[config.mk]
export PLATFORM = sky130hd
export DESIGN_NAME = fetch_stage_ctrl_flat
export DESIGN_NICKNAME = d
export VERILOG_FILES = /design/src/rtl/fetch_stage_ctrl_if.sv /design/src/rtl/fetch_stage_ctrl.sv /design/src/flat_wrapper.sv
export SDC_FILE = /design/constraint.sdc
export NUM_CORES = 1
export LEC_CHECK = 0
export CAP_MARGIN = 20
export CORE_MARGIN = 2
export CORE_UTILIZATION = 44
export DETAILED_ROUTE_END_ITERATION = 8
export PLACE_DENSITY = 0.89
export SYNTH_ARGS = -nofsm -noshare
export SYNTH_HDL_FRONTEND = slang
export SYNTH_SLANG_ARGS = --single-unit
[constraint.sdc]
create_clock -name i_clk -period 4.3 [get_ports i_clk]
set_input_delay 1.29 -clock i_clk [delete_from_list [all_inputs] [get_ports i_clk]]
set_output_delay 1.29 -clock i_clk [all_outputs]
set_load 0.005 [all_outputs]
[src/rtl/fetch_stage_ctrl_if.sv]
// Signal bundle between the fetch-stage controller and its hazard/debug neighbours.
// The slave side is the fetch stage; the master side drives requests and observes IF/ID.
interface fetch_stage_ctrl_if #(
   parameter int unsigned PC_WIDTH    = 32,
   parameter int unsigned INSTR_WIDTH = 32
);
   logic                   i_enable;
   logic                   i_flush;
   logic                   i_not_load;
   logic                   i_jmp_stop_req;
   logic                   i_halt;
   logic                   i_jump_taken;
   logic [PC_WIDTH-1:0]    i_jump_addr;
   logic [INSTR_WIDTH-1:0] i_instruction;

   logic [PC_WIDTH-1:0]    o_pc;
   logic [INSTR_WIDTH-1:0] o_if_id_instr;
   logic [PC_WIDTH-1:0]    o_if_id_pc4;
   logic [4:0]             o_if_id_rs;
   logic [4:0]             o_if_id_rt;
   logic [4:0]             o_if_id_rd;
   logic [5:0]             o_if_id_op;
   logic [5:0]             o_if_id_funct;
   logic                   o_jmp_stop;
   logic                   o_draining;
   logic                   o_halted;

   modport slave (
      input  i_enable, i_flush, i_not_load, i_jmp_stop_req, i_halt,
             i_jump_taken, i_jump_addr, i_instruction,
      output o_pc, o_if_id_instr, o_if_id_pc4, o_if_id_rs, o_if_id_rt,
             o_if_id_rd, o_if_id_op, o_if_id_funct, o_jmp_stop,
             o_draining, o_halted
   );

   modport master (
      output i_enable, i_flush, i_not_load, i_jmp_stop_req, i_halt,
             i_jump_taken, i_jump_addr, i_instruction,
      input  o_pc, o_if_id_instr, o_if_id_pc4, o_if_id_rs, o_if_id_rt,
             o_if_id_rd, o_if_id_op, o_if_id_funct, o_jmp_stop,
             o_draining, o_halted
   );
endinterface

[src/rtl/fetch_stage_ctrl.sv]
// PC / IF-ID latch for the 5-stage MIPS core: applies stall, jump and halt
// requests and runs the halt drain sequence that reports pipeline completion.
//
// state    | meaning
// ---------+--------------------------------------------------------------
// S_RUN    | normal fetch; honours stall, halt and taken jump
// S_DRAIN  | halt accepted; PC and IF/ID frozen while ID..WB empty out
// S_HALTED | drain complete; everything frozen until reset or flush
module fetch_stage_ctrl #(
   parameter int unsigned PC_WIDTH     = 32,
   parameter int unsigned INSTR_WIDTH  = 32,
   parameter logic [PC_WIDTH-1:0] PC_RESET = '0,
   parameter int unsigned DRAIN_CYCLES = 4
) (
   input  logic              i_clk,
   input  logic              i_reset,
   fetch_stage_ctrl_if.slave bus
);

   localparam int unsigned CNT_W = (DRAIN_CYCLES > 1) ? $clog2(DRAIN_CYCLES) : 1;
   localparam logic [CNT_W-1:0] CNT_LAST = CNT_W'(DRAIN_CYCLES - 1);

   typedef enum logic [1:0] {
      S_RUN    = 2'd0,
      S_DRAIN  = 2'd1,
      S_HALTED = 2'd2
   } state_t;

   state_t                 state_q, state_d;
   logic [PC_WIDTH-1:0]    pc_q, pc_d;
   logic [INSTR_WIDTH-1:0] instr_q, instr_d;
   logic [PC_WIDTH-1:0]    pc4_q, pc4_d;
   logic                   jmp_stop_q, jmp_stop_d;
   logic [CNT_W-1:0]       cnt_q, cnt_d;
   logic [PC_WIDTH-1:0]    pc_plus4;
   logic                   draining, halted;

   assign pc_plus4 = pc_q + PC_WIDTH'(4);

   always_ff @(posedge i_clk or posedge i_reset) begin
      if (i_reset) begin
         state_q    <= S_RUN;
         pc_q       <= PC_RESET;
         instr_q    <= '0;
         pc4_q      <= '0;
         jmp_stop_q <= 1'b0;
         cnt_q      <= '0;
      end else begin
         state_q    <= state_d;
         pc_q       <= pc_d;
         instr_q    <= instr_d;
         pc4_q      <= pc4_d;
         jmp_stop_q <= jmp_stop_d;
         cnt_q      <= cnt_d;
      end
   end

   always_comb begin
      state_d    = state_q;
      pc_d       = pc_q;
      instr_d    = instr_q;
      pc4_d      = pc4_q;
      jmp_stop_d = jmp_stop_q;
      cnt_d      = cnt_q;

      if (bus.i_flush) begin
         state_d    = S_RUN;
         pc_d       = PC_RESET;
         instr_d    = '0;
         pc4_d      = '0;
         jmp_stop_d = 1'b0;
         cnt_d      = '0;
      end else if (bus.i_enable) begin
         unique case (state_q)
            S_RUN: begin
               // jump-stop tracks the hazard unit even while stalled
               jmp_stop_d = bus.i_jmp_stop_req;
               if (!bus.i_not_load) begin
                  if (bus.i_halt) begin
                     state_d = S_DRAIN;
                     instr_d = '0;
                     pc4_d   = '0;
                     cnt_d   = '0;
                  end else if (bus.i_jump_taken) begin
                     pc_d    = bus.i_jump_addr;
                     instr_d = '0;
                     pc4_d   = '0;
                  end else begin
                     pc_d    = pc_plus4;
                     instr_d = bus.i_instruction;
                     pc4_d   = pc_plus4;
                  end
               end
            end
            S_DRAIN: begin
               jmp_stop_d = 1'b0;
               if (cnt_q == CNT_LAST) begin
                  state_d = S_HALTED;
               end else begin
                  cnt_d = cnt_q + CNT_W'(1);
               end
            end
            S_HALTED: begin
               jmp_stop_d = 1'b0;
            end
            default: begin
               state_d = S_RUN;
            end
         endcase
      end
   end

   always_comb begin
      draining = 1'b0;
      halted   = 1'b0;
      unique case (state_q)
         S_DRAIN:  draining = 1'b1;
         S_HALTED: halted   = 1'b1;
         default:  ;
      endcase
   end

   assign bus.o_pc          = pc_q;
   assign bus.o_if_id_instr = instr_q;
   assign bus.o_if_id_pc4   = pc4_q;
   assign bus.o_if_id_op    = instr_q[31:26];
   assign bus.o_if_id_rs    = instr_q[25:21];
   assign bus.o_if_id_rt    = instr_q[20:16];
   assign bus.o_if_id_rd    = instr_q[15:11];
   assign bus.o_if_id_funct = instr_q[5:0];
   assign bus.o_jmp_stop    = jmp_stop_q;
   assign bus.o_draining    = draining;
   assign bus.o_halted      = halted;

endmodule

[src/flat_wrapper.sv]
// flat-port wrapper written by rule: the top's interface ports become plain ports
module fetch_stage_ctrl_flat 
#(
   parameter int unsigned PC_WIDTH     = 32,
   parameter int unsigned INSTR_WIDTH  = 32,
   parameter logic [PC_WIDTH-1:0] PC_RESET = '0,
   parameter int unsigned DRAIN_CYCLES = 4
)
  (i_clk, i_reset, bus_i_enable, bus_i_flush, bus_i_not_load, bus_i_jmp_stop_req, bus_i_halt, bus_i_jump_taken, bus_i_jump_addr, bus_i_instruction, bus_o_pc, bus_o_if_id_instr, bus_o_if_id_pc4, bus_o_if_id_rs, bus_o_if_id_rt, bus_o_if_id_rd, bus_o_if_id_op, bus_o_if_id_funct, bus_o_jmp_stop, bus_o_draining, bus_o_halted);
  fetch_stage_ctrl_if #(.PC_WIDTH(PC_WIDTH), .INSTR_WIDTH(INSTR_WIDTH)) bus_i ();
  input  logic i_clk;
  input  logic i_reset;
  input wire logic [$bits(bus_i.i_enable)-1:0] bus_i_enable;
  input wire logic [$bits(bus_i.i_flush)-1:0] bus_i_flush;
  input wire logic [$bits(bus_i.i_not_load)-1:0] bus_i_not_load;
  input wire logic [$bits(bus_i.i_jmp_stop_req)-1:0] bus_i_jmp_stop_req;
  input wire logic [$bits(bus_i.i_halt)-1:0] bus_i_halt;
  input wire logic [$bits(bus_i.i_jump_taken)-1:0] bus_i_jump_taken;
  input wire logic [$bits(bus_i.i_jump_addr)-1:0] bus_i_jump_addr;
  input wire logic [$bits(bus_i.i_instruction)-1:0] bus_i_instruction;
  output wire logic [$bits(bus_i.o_pc)-1:0] bus_o_pc;
  output wire logic [$bits(bus_i.o_if_id_instr)-1:0] bus_o_if_id_instr;
  output wire logic [$bits(bus_i.o_if_id_pc4)-1:0] bus_o_if_id_pc4;
  output wire logic [$bits(bus_i.o_if_id_rs)-1:0] bus_o_if_id_rs;
  output wire logic [$bits(bus_i.o_if_id_rt)-1:0] bus_o_if_id_rt;
  output wire logic [$bits(bus_i.o_if_id_rd)-1:0] bus_o_if_id_rd;
  output wire logic [$bits(bus_i.o_if_id_op)-1:0] bus_o_if_id_op;
  output wire logic [$bits(bus_i.o_if_id_funct)-1:0] bus_o_if_id_funct;
  output wire logic [$bits(bus_i.o_jmp_stop)-1:0] bus_o_jmp_stop;
  output wire logic [$bits(bus_i.o_draining)-1:0] bus_o_draining;
  output wire logic [$bits(bus_i.o_halted)-1:0] bus_o_halted;
  assign bus_i.i_enable = bus_i_enable;
  assign bus_i.i_flush = bus_i_flush;
  assign bus_i.i_not_load = bus_i_not_load;
  assign bus_i.i_jmp_stop_req = bus_i_jmp_stop_req;
  assign bus_i.i_halt = bus_i_halt;
  assign bus_i.i_jump_taken = bus_i_jump_taken;
  assign bus_i.i_jump_addr = bus_i_jump_addr;
  assign bus_i.i_instruction = bus_i_instruction;
  assign bus_o_pc = bus_i.o_pc;
  assign bus_o_if_id_instr = bus_i.o_if_id_instr;
  assign bus_o_if_id_pc4 = bus_i.o_if_id_pc4;
  assign bus_o_if_id_rs = bus_i.o_if_id_rs;
  assign bus_o_if_id_rt = bus_i.o_if_id_rt;
  assign bus_o_if_id_rd = bus_i.o_if_id_rd;
  assign bus_o_if_id_op = bus_i.o_if_id_op;
  assign bus_o_if_id_funct = bus_i.o_if_id_funct;
  assign bus_o_jmp_stop = bus_i.o_jmp_stop;
  assign bus_o_draining = bus_i.o_draining;
  assign bus_o_halted = bus_i.o_halted;
  fetch_stage_ctrl #(.PC_WIDTH(PC_WIDTH), .INSTR_WIDTH(INSTR_WIDTH), .PC_RESET(PC_RESET), .DRAIN_CYCLES(DRAIN_CYCLES)) u_core (.i_clk(i_clk), .i_reset(i_reset), .bus(bus_i));
endmodule
Word level (Yosys, flattened, before mapping)
Cells that the tools add are included.
- memories kept: 0
- logic and storage cells: 64
- latch bits: 0
- output and inout bits: 126
- memory bits (read-only): 0
- input port bits: 72
- flip-flop bits (word level): 101
- memory bits (writable): 0
- shift-type cells: 0
- div/mod/pow operators: 0
- eq/ne operators: 10
- add/sub/neg operators: 2
- bitwise logic cells: 0
- magnitude comparators: 0
- reduce and logical (&&, ||, !) cells: 11
- muxes and demuxes: 35
- $mul: 0
- operators with widths (operator ; count):
    32-bit 2-to-1 mux ; 18
    32-bit by 3-bit adder with 32-bit output (second input constant) ; 1
    2-bit 2-to-1 mux ; 10
    5-bit AND reduction ; 2
    3-bit != test (second input constant) ; 3
    2-bit != test (second input constant) ; 3
    2-bit one-hot mux with 3 select lines ; 1
    3-bit nonzero test ; 2
    2-bit == test (second input constant) ; 2
    1-bit 2-to-1 mux ; 4
    2-bit one-hot mux with 2 select lines ; 1
    4-bit AND reduction ; 1
    2-bit nonzero test ; 2
    3-bit by 2-bit != test with 1-bit output (second input constant) ; 1
    3-bit AND reduction ; 1
    2-bit by 1-bit adder with 2-bit output (second input constant) ; 1
    2-bit by 1-bit == test with 1-bit output (second input constant) ; 1
    2-bit zero test ; 1
    1-bit one-hot mux with 2 select lines ; 1
    2-bit AND reduction ; 1
    2-bit OR reduction ; 1

Logic depth before layout (Yosys ltp)
Gate-level depths: netlist (run 1).
- depth in word-level cells: 7
- gate-level depth with buffers: 9

Least setup slack after synthesis (run 1)
No wires, ideal clock.
- kind: input-to-reg
- start: in bus_i_flush
- end: reg u_core.pc_q[0] (netlist: u_core.bus.o_pc[0])
- path slack: 1.705 ns
- required time: 4.179 ns
- stages: 7
- arrival time: 2.474 ns
- cell sequence: clkbuf_1 -> inv_1 -> nand3_1 -> clkbuf_1 -> clkbuf_1 -> nand2_1 -> a22o_1
- word-level cells in the longest chain between the ends: 2
- elaborated cells on any way between the ends: 6
- classes of those cells: eq/ne: 2; mux: 1; reduce/logical: 3
- RTL lines (item ; line ; source):
    start, declared ; flat_wrapper.sv:14 ; input wire logic [$bits(bus_i.i_flush)-1:0] bus_i_flush;
    2-bit != test (no source line) or 2-bit nonzero test (tied branches) ; - ;
    4-bit AND reduction (no source line) ; - ;
    end signal, assigned ; fetch_stage_ctrl.sv:50 ; pc_q <= pc_d;
    end, declared ; fetch_stage_ctrl.sv:30 ; logic [PC_WIDTH-1:0] pc_q, pc_d;
Parallel ways exist; a longest one is shown, timed or not.
A chain may end at the register's enable or synchronous reset.

Worst setup path in the final report (run 1)
- start: in bus_i_not_load
- end: reg u_core.pc_q[31] (netlist: u_core.bus.o_pc[31])
- word-level cells in the longest chain between the ends: 2
- RTL lines (item ; line ; source):
    start, declared ; flat_wrapper.sv:15 ; input wire logic [$bits(bus_i.i_not_load)-1:0] bus_i_not_load;
    2-bit != test (no source line) ; - ;
    4-bit AND reduction (no source line) ; - ;
No other way between the ends.

==> impl_metrics.tcl, run 1 <==
set metrics [dict create \
    worstPathMaxFanout 20 \
    layout.cells.non_filler 810 \
    yosysWarnings 0 \
    clkTransAtPathRegs_ns 0.07 \
    antenna_left 0 \
    crit_type "in -> reg" \
    p_leak_nw 3.010 \
    antenna_cells 0 \
    ir_drop_uv 183.2 \
    worstMarginPinSlew_ns 1.011 \
    synth-adder-area-share_pct 1.486 \
    syn_to_final_growth_pct 43.75 \
    drv_slew 0 \
    hold_path.class "reg -> reg" \
    cp-startpoint "bus_i_not_load" \
    hold_viol 0 \
    ys.flop_type "dfrtp_1" \
    synth_top_family_by_area "compound AO/OA/AOI/OAI gates" \
    routed-via-count 4668 \
    ys_async_sr_fraction_pct 100.0 \
    p_sw_w 0.0005814 \
    p_int_w 0.001696 \
    final_cell_mix "clkdlybuf4s50_1 (197), dfrtp_1 (101), nand2_1 (61)" \
    fin_util_pct 64.14 \
    routed_wl_um 15110 \
    clk_latency_ns 0.34 \
    root_buffer "clkbuf_16" \
    htreeDepth 3 \
    post-route-period-util_pct 74.27 \
    power_density_nw_per_um2 313.7 \
    p_sw_share_pct 25.53 \
    max_slew_margin_pct 32.33 \
    synth-seq-cells 101 \
    synth_edf_count 0 \
    dieArea_sq_um 12350 \
    grt_start_max_net_pins 65 \
    cts_hold_buf 0 \
    wl_per_cell_um 18.66 \
    die-height_um 111.1 \
    nets 741 \
    crit_end "u_core.bus.o_pc[31]" \
    pwr-share-clk_pct 39.0 \
    postCtsResizedCells 0 \
    r2r_cells 8 \
    seqPwrFrac_pct 45.0 \
    coreArea_sq_um 11320 \
    max_freq_mhz 313.1 \
    drive_gt1_share_pct 5.847 \
    reg2reg_slack_ns 1.80 \
    antenna_found_initial 0 \
    synth_cells 506 \
    grt_pass1_wl_um 24540 \
    via_per_inst 5.763 \
    drt_iter0_markers 297 \
    period_minus_slack_ns 3.194 \
    post-place-cells 795 \
    place.gp.congestion 0.8992 \
    syn_nets 584 \
    synth.cell_area_sq_um 5051 \
    cp.arrival_ns 3.45 \
    skew_ns 0.009231 \
    critPathCaptureType "flip-flop" \
    r2r_start "u_core.state_q[0]" \
    crit_required_ns 4.56 \
    drt_pre_antenna_iters 8 \
    setup_violations 0 \
    cts_tree "built" \
    cts_buffers 9 \
    synth_compound_area_share_pct 20.29 \
    synth_xor_area_share_pct 4.162 \
    die_w_um 111.1 \
    cp-start-kind "primary input" \
    io_pins 198 \
    outcome "finished, final reports clean" \
    post_cts_buffers 0 \
    clock_path_buffers 2 \
    post-route-drc-count 0 \
    initial_core_util_pct 44.62 \
    portBuffers 197 \
    synth.area.mux_share_pct 0.5945 \
    cts_sinks 101 \
    avgSynthCellArea_sq_um 9.982 \
    gr-usage-all-layers_pct 24.61 \
    grt-ovfl-total 0 \
    design_power_total_w 0.002277 \
    rsz0062_at_grt "false" \
    yosysSeqAreaShare_pct 50.04 \
    layout_commonest_cell "clkdlybuf4s50_1" \
    yosysUniqueCellTypes 47 \
    place.detailed.hpwl_um 10590 \
    drv_cap 0 \
    tns_ns 0 \
    num_rows 39 \
    grt_pass1_vias 4557 \
    r2r_end "u_core.bus.o_pc[31]" \
    combinationalPowerShare_pct 16.1 \
    synthSimpleGateAreaFrac_pct 16.05 \
]
[area by class of cell]
type | instances | area [sq um]
multi-input cells | 335 | 2160
well taps | 143 | 178.9
flip-flops and latches | 101 | 2527
clock inverters | 5 | 83.83
inverters | 12 | 47.55
repair buffers | 204 | 2024
clock buffers | 10 | 239.0
fillers | 871 | 4060
[routing by layer]
metal  up-vias  track usage, %  part of all wire [%]
met5         -               0                     0
met4         0           8.313                   1.9
met3        31           4.647                   7.6
met2       238           41.76                    50
met1      2282           31.85                    41
li1       2117               -                     -
[kinds of logic (layout without fill, tap and decap cells)]
family / count (synthesis) / count (layout)
DFF: 101 / 101
muxes: 3 / 3
buffers and inverters: 70 / 231
adders and majority gates: 6 / 6
AOI/OAI and AO/OA: 153 / 153
xor gates and xnor gates: 24 / 24
and+or+nand+nor: 149 / 149
[registers in the layout, summed over array words and instances, names as in the netlist]
name                      flops
u_core.bus.o_if_id_instr     32
u_core.bus.o_if_id_pc4       32
u_core.bus.o_jmp_stop         1
u_core.bus.o_pc              32
u_core.cnt_q                  2
u_core.state_q                2
[cells in the mapped netlist, types with 4 or more instances]
cell | n | area (sq um)
xor2_1 | 4 | 35.03
a22o_1 | 37 | 324.1
clkbuf_1 | 24 | 90.09
a21oi_1 | 18 | 90.09
nand3_1 | 10 | 50.05
a221o_1 | 4 | 40.04
a22oi_1 | 13 | 97.59
dfrtp_1 | 101 | 2527
nor3_1 | 10 | 50.05
o21ai_0 | 48 | 240.2
ha_1 | 6 | 75.07
nor2_1 | 22 | 82.58
nand2_1 | 61 | 229.0
and3_1 | 8 | 50.05
nand4_1 | 7 | 43.79
buf_2 | 4 | 20.02
o2bb2ai_1 | 4 | 35.03
buf_4 | 28 | 210.2
inv_1 | 12 | 45.04
o22ai_1 | 4 | 25.02
o21ai_1 | 10 | 50.05
a21o_1 | 4 | 30.03
or4_1 | 5 | 37.54
xnor2_1 | 20 | 175.2
[stage by stage]
stage                     worst slack, ns  hold slack [ns]  area, sq um
after floorplan                    0.3629           0.4702         5051
after global routing               0.9588           0.5015         7261
after detailed placement           0.7807           0.4693         6938
after CTS                           1.135           0.4866         7261
after global placement             0.9386           0.4651         6938
final                               1.106           0.4855         7261
[worst min path at each step]
stage,startpoint,end,cells after the start
floorplan,u_core.bus.o_if_id_pc4[30],u_core.bus.o_if_id_pc4[30],2
global placement,u_core.bus.o_if_id_pc4[23],u_core.bus.o_if_id_pc4[23],1
detailed placement,u_core.bus.o_if_id_pc4[7],u_core.bus.o_if_id_pc4[7],2
CTS,u_core.bus.o_if_id_pc4[17],u_core.bus.o_if_id_pc4[17],2
global route,u_core.bus.o_if_id_pc4[17],u_core.bus.o_if_id_pc4[17],2
finish,u_core.bus.o_if_id_pc4[17],u_core.bus.o_if_id_pc4[17],2
[worst max-delay path, stage by stage]
cell and delay, ns:
clkdlybuf4s50_1 0.45, and4bb_2 0.37, nand2_1 0.06, buf_4 0.21
nor2_1 0.78, a22oi_1 0.15, o21ai_0 0.13
[power by group through the flow]
stage                     sequential, W  clock [W]  combinational [W]
after floorplan                 0.00103          0           0.000180
after global placement          0.00104          0           0.000351
after detailed placement        0.00104          0           0.000365
after CTS                       0.00102   0.000896           0.000367
after global routing            0.00103   0.000938           0.000399
final                           0.00102   0.000887           0.000366
Note: power is estimated with default switching activity, not from simulation.
==> inputs of run 2 (changes only) <==
==> constraint.sdc (replaced) <==
create_clock -name i_clk -period 3.05 [get_ports i_clk]
set_input_delay 0.915 -clock i_clk [delete_from_list [all_inputs] [get_ports i_clk]]
set_output_delay 0.915 -clock i_clk [all_outputs]
set_load 0.005 [all_outputs]
==> impl_metrics.tcl, run 2 (synthesis gave the netlist of run 1 again) <==
set metrics [dict create \
    r2r_start "u_core.bus.o_pc[2]" \
    coreArea_sq_um 11320 \
    die-height_um 111.1 \
    portBuffers 197 \
    via_per_inst 5.800 \
    post_cts_buffers 0 \
    postCtsResizedCells 0 \
    tns_ns 0 \
    post-route-drc-count 0 \
    clk_latency_ns 0.36 \
    final_cell_mix "clkdlybuf4s50_1 (197), dfrtp_1 (101), nand2_1 (61)" \
    period_minus_slack_ns 2.554 \
    antenna_left 0 \
    htreeDepth 3 \
    rsz0062_at_grt "false" \
    grt_start_max_net_pins 65 \
    hold_path.class "reg -> reg" \
    grt_pass1_vias 4651 \
    worstMarginPinSlew_ns 0.6967 \
    nets 744 \
    p_leak_nw 3.017 \
    place.gp.congestion 0.8695 \
    cts_sinks 101 \
    power_density_nw_per_um2 422.1 \
    max_freq_mhz 391.6 \
    cp.arrival_ns 1.64 \
    drt_iter0_markers 469 \
    num_rows 39 \
    routed_wl_um 15350 \
    cp-startpoint "u_core.state_q[1]" \
    drive_gt1_share_pct 6.110 \
    setup_violations 0 \
    drv_slew 0 \
    dieArea_sq_um 12350 \
    clock_path_buffers 2 \
    initial_core_util_pct 44.62 \
    skew_ns 0.008088 \
    grt_pass1_wl_um 24620 \
    cts_buffers 9 \
    cts_hold_buf 0 \
    routed-via-count 4721 \
    setup_slack_ns 0.4961 \
    ir_drop_uv 539.6 \
    crit_type "reg -> out" \
    root_buffer "clkbuf_16" \
    clkTransAtPathRegs_ns 0.06 \
    hold_viol 0 \
    crit_required_ns 2.13 \
    grt-ovfl-total 0 \
    dp_slack_ns 0.3117 \
    slowest_stage "clkdlybuf4s50_1" \
    drv_cap 0 \
    post-route-period-util_pct 83.73 \
    outcome "finished, final reports clean" \
    layout_commonest_cell "clkdlybuf4s50_1" \
    wl_per_cell_um 18.86 \
    slowest_delay_ns 0.54 \
    die_w_um 111.1 \
    crit_chain "inv_1 -> ha_1 -> clkdlybuf4s50_1" \
    gr-usage-all-layers_pct 24.95 \
    worstPathMaxFanout 4 \
    critPathCaptureType "primary output" \
    io_pins 198 \
    syn_to_final_growth_pct 44.12 \
    cp-start-kind "flip-flop" \
    hold_start "u_core.bus.o_if_id_pc4[5]" \
    max_slew_margin_pct 53.56 \
    drt_pre_antenna_iters 5 \
    antenna_cells 0 \
    cts_tree "built" \
    antenna_found_initial 0 \
    place.detailed.hpwl_um 10970 \
]
[run 2: cell types whose count changed in the layout (fill, tap and decap cells not counted)]
cell / change
clkinvlp_4: +1
bufinv_16: -2
inv_6: -1
inv_4: -1
clkbuf_8: +1
clkbuf_1: +2
buf_12: +3
clkinv_2: +1
[run 2: stage by stage]
stage / power [W] / hold WS [ns] / std cells / util [%] / instance area [sq um]
finish: 0.003072 / 0.4818 / 814 / 64.30 / 7279
global route: 0.003193 / 0.5085 / 814 / 64.30 / 7279
CTS: 0.003088 / 0.4871 / 814 / 64.30 / 7279
detailed placement: 0.001996 / 0.4720 / 798 / 61.83 / 6999
global placement: 0.001965 / 0.4671 / 798 / 61.83 / 6999
floorplan: 0.001708 / 0.4702 / 506 / - / 5055
[run 2: layer usage]
metal / global-route usage [%] / share of wire (%) / up-vias / routed length, um
li1: - / - / 2116 / -
met1: 30.53 / 40 / 2318 / 6086
met5: 0 / 0 / - / 0
met4: 11.19 / 2.8 / 0 / 430
met2: 40.49 / 49 / 247 / 7549
met3: 7.983 / 8.4 / 40 / 1286
[run 2: area by class of cell]
class | count | area [sq um]
Inverter | 12 | 48.80
Timing Repair Buffer | 207 | 2085
Clock inverter | 3 | 20.02
Fill cell | 858 | 4041
Clock buffer | 13 | 260.3
Sequential cell | 101 | 2527
Tap cell | 143 | 178.9
Multi-Input combinational cell | 335 | 2160
[run 2: path summary, 6_finish.rpt]
path	slack, ns	depth (start not counted)	to
max in group asynchronous	1.43	3	u_core.bus.o_if_id_instr[22]
worst max register to register	0.82	6	u_core.bus.o_pc[28]
worst min register to register	0.48	2	u_core.bus.o_if_id_pc4[5]
worst max-delay path	0.50	3	bus_o_draining
min in group asynchronous	1.00	2	u_core.bus.o_if_id_pc4[28]
worst min-delay path	0.48	2	u_core.bus.o_if_id_pc4[5]
[run 2: worst max-delay path, delay by kind of cell, from the launching register on]
kind | cells | cell delay (ns)
buffers and inverters | 2 | 0.65
DFF | 1 | 0.40
adders and majority gates | 1 | 0.24
[run 2: power by group]
group / total, W / internal [W] / switching [W]
clock: 0.00110 / 0.000597 / 0.000500
combinational: 0.000531 / 0.000271 / 0.000259
sequential: 0.00144 / 0.00139 / 0.0000582
==> inputs of run 3 (changes only) <==
==> constraint.sdc (replaced) <==
create_clock -name i_clk -period 2.63 [get_ports i_clk]
set_input_delay 0.789 -clock i_clk [delete_from_list [all_inputs] [get_ports i_clk]]
set_output_delay 0.789 -clock i_clk [all_outputs]
set_load 0.005 [all_outputs]
==> impl_metrics.tcl, run 3 (synthesis gave the netlist of run 1 again) <==
set metrics [dict create \
    outcome "finished, final reports clean" \
    layout.cells.non_filler 817 \
    fillers 871 \
    setup_slack_ns 0.1925 \
    post-route-drc-count 0 \
    antenna_left 0 \
    antenna_found_initial 0 \
    coreArea_sq_um 11320 \
    gr-usage-all-layers_pct 24.70 \
    crit_end "u_core.bus.o_pc[31]" \
    p_leak_nw 3.059 \
    busiest_layer "met2" \
    die-height_um 111.1 \
    reg2reg_slack_ns 0.30 \
    cts_sinks 101 \
    cts_hold_buf 0 \
    postCtsResizedCells 0 \
    dpl-instance-area_sq_um 7047 \
    cp.arrival_ns 2.70 \
    max_freq_mhz 410.3 \
    globalRouteMet2Util_pct 41.84 \
    r2r_start "u_core.bus.o_pc[2]" \
    critPathCaptureType "flip-flop" \
    clk_latency_ns 0.35 \
    crit_required_ns 2.89 \
    dieArea_sq_um 12350 \
    antenna_cells 0 \
    fin_area_sq_um 7370 \
    design_power_total_w 0.003736 \
    drt_iter0_markers 246 \
    layout_commonest_cell "clkdlybuf4s50_1" \
    grt-ovfl-total 0 \
    post-place-cells 801 \
    power_density_nw_per_um2 507.0 \
    num_rows 39 \
    clock_path_buffers 2 \
    period_minus_slack_ns 2.437 \
    place.gp.congestion 0.8680 \
    setup_violations 0 \
    syn_to_final_growth_pct 45.90 \
    use_met1_pct 29.69 \
    cp-startpoint "bus_i_enable" \
    post-route-period-util_pct 92.68 \
    routed-via-count 4647 \
    multi_input_area_sq_um 2160 \
    drv_slew 0 \
    seqCellArea_sq_um 2527 \
    hold_path.class "reg -> reg" \
    initial_core_util_pct 44.62 \
    io_pins 198 \
    cp-start-kind "primary input" \
    dp_slack_ns -0.1442 \
    htreeDepth 3 \
    fin_hold_ws_ns 0.4793 \
    r2r_end "u_core.bus.o_pc[28]" \
    final_cell_mix "clkdlybuf4s50_1 (197), dfrtp_1 (101), nand2_1 (61)" \
    crit_type "in -> reg" \
    post_cts_buffers 0 \
    clkTransAtPathRegs_ns 0.07 \
    die_w_um 111.1 \
    max_slew_margin_pct 35.20 \
    root_buffer "clkbuf_16" \
    nets 747 \
    worstMarginPinSlew_ns 0.9684 \
    drt_pre_antenna_iters 4 \
    grt_pass1_wl_um 24460 \
    cts_buffers 9 \
    grt_pass1_vias 4802 \
    ir_drop_uv 281.8 \
    grt_start_max_net_pins 102 \
    grt_util_met3_pct 5.850 \
    skew_ns 0.01135 \
    rsz0062_at_grt "false" \
    cts_tree "built" \
    r2r_cells 6 \
    routed_wl_um 15340 \
    place.detailed.hpwl_um 10910 \
    drive_gt1_share_pct 6.825 \
    worstPathMaxFanout 12 \
    drv_cap 0 \
    wl_per_cell_um 18.77 \
    via_per_inst 5.688 \
    hold_viol 0 \
    portBuffers 197 \
]
-- run 3: changes by cell type in the layout (fill, tap and decap cells not counted) --
cell and delta:
buf_12 +2, buf_4 +1, bufinv_16 +2, clkbuf_1 -2, clkbuf_8 -2, inv_6 +2
-- run 3: report_power, final --
group          internal, W  switching [W]  leakage, nW
combinational     0.000326       0.000301         1.50
sequential         0.00161      0.0000653         1.40
clock             0.000839       0.000598        0.152
total              0.00277       0.000964         3.06
-- run 3: how the worst min path moves through the flow --
stage                                     startpoint                         end  slack (ns)  cells after the start
final                     u_core.bus.o_if_id_pc4[17]  u_core.bus.o_if_id_pc4[17]        0.48                      2
after global routing      u_core.bus.o_if_id_pc4[17]  u_core.bus.o_if_id_pc4[17]        0.50                      2
after CTS                  u_core.bus.o_if_id_pc4[7]   u_core.bus.o_if_id_pc4[7]        0.49                      2
after detailed placement   u_core.bus.o_if_id_pc4[7]   u_core.bus.o_if_id_pc4[7]        0.47                      2
after global placement     u_core.bus.o_if_id_pc4[2]   u_core.bus.o_if_id_pc4[2]        0.46                      2
after floorplan           u_core.bus.o_if_id_pc4[30]  u_core.bus.o_if_id_pc4[30]        0.47                      2
-- run 3: layout make-up --
type,count,share of cell area (%)
flip-flops and latches,101,34.30
multi-input cells,335,29.30
repair buffers,210,28.93
clock buffers,9,3.056
well taps,143,2.428
clock inverters,7,1.324
inverters,12,0.6621
-- run 3: critical path, stage by stage --
cell,delay (ns)
clkdlybuf4s50_1,0.50
and4bb_2,0.30
nand2_1,0.09
nor2_1,0.74
a22oi_1,0.14
o21ai_0,0.14
-- run 3: layer usage --
metal / vias to the layer above / part of all wire [%]
li1: 2124 / -
met3: 41 / 7.3
met2: 225 / 50
met1: 2257 / 40
met4: 0 / 3.2
met5: - / 0
-- run 3: stage by stage --
step / TNS (ns) / util [%]
CTS: 0 / 65.10
global placement: -0.05167 / 62.25
detailed placement: -2.353 / 62.25
global route: 0 / 65.10
finish: 0 / 65.10
floorplan: 0 / -
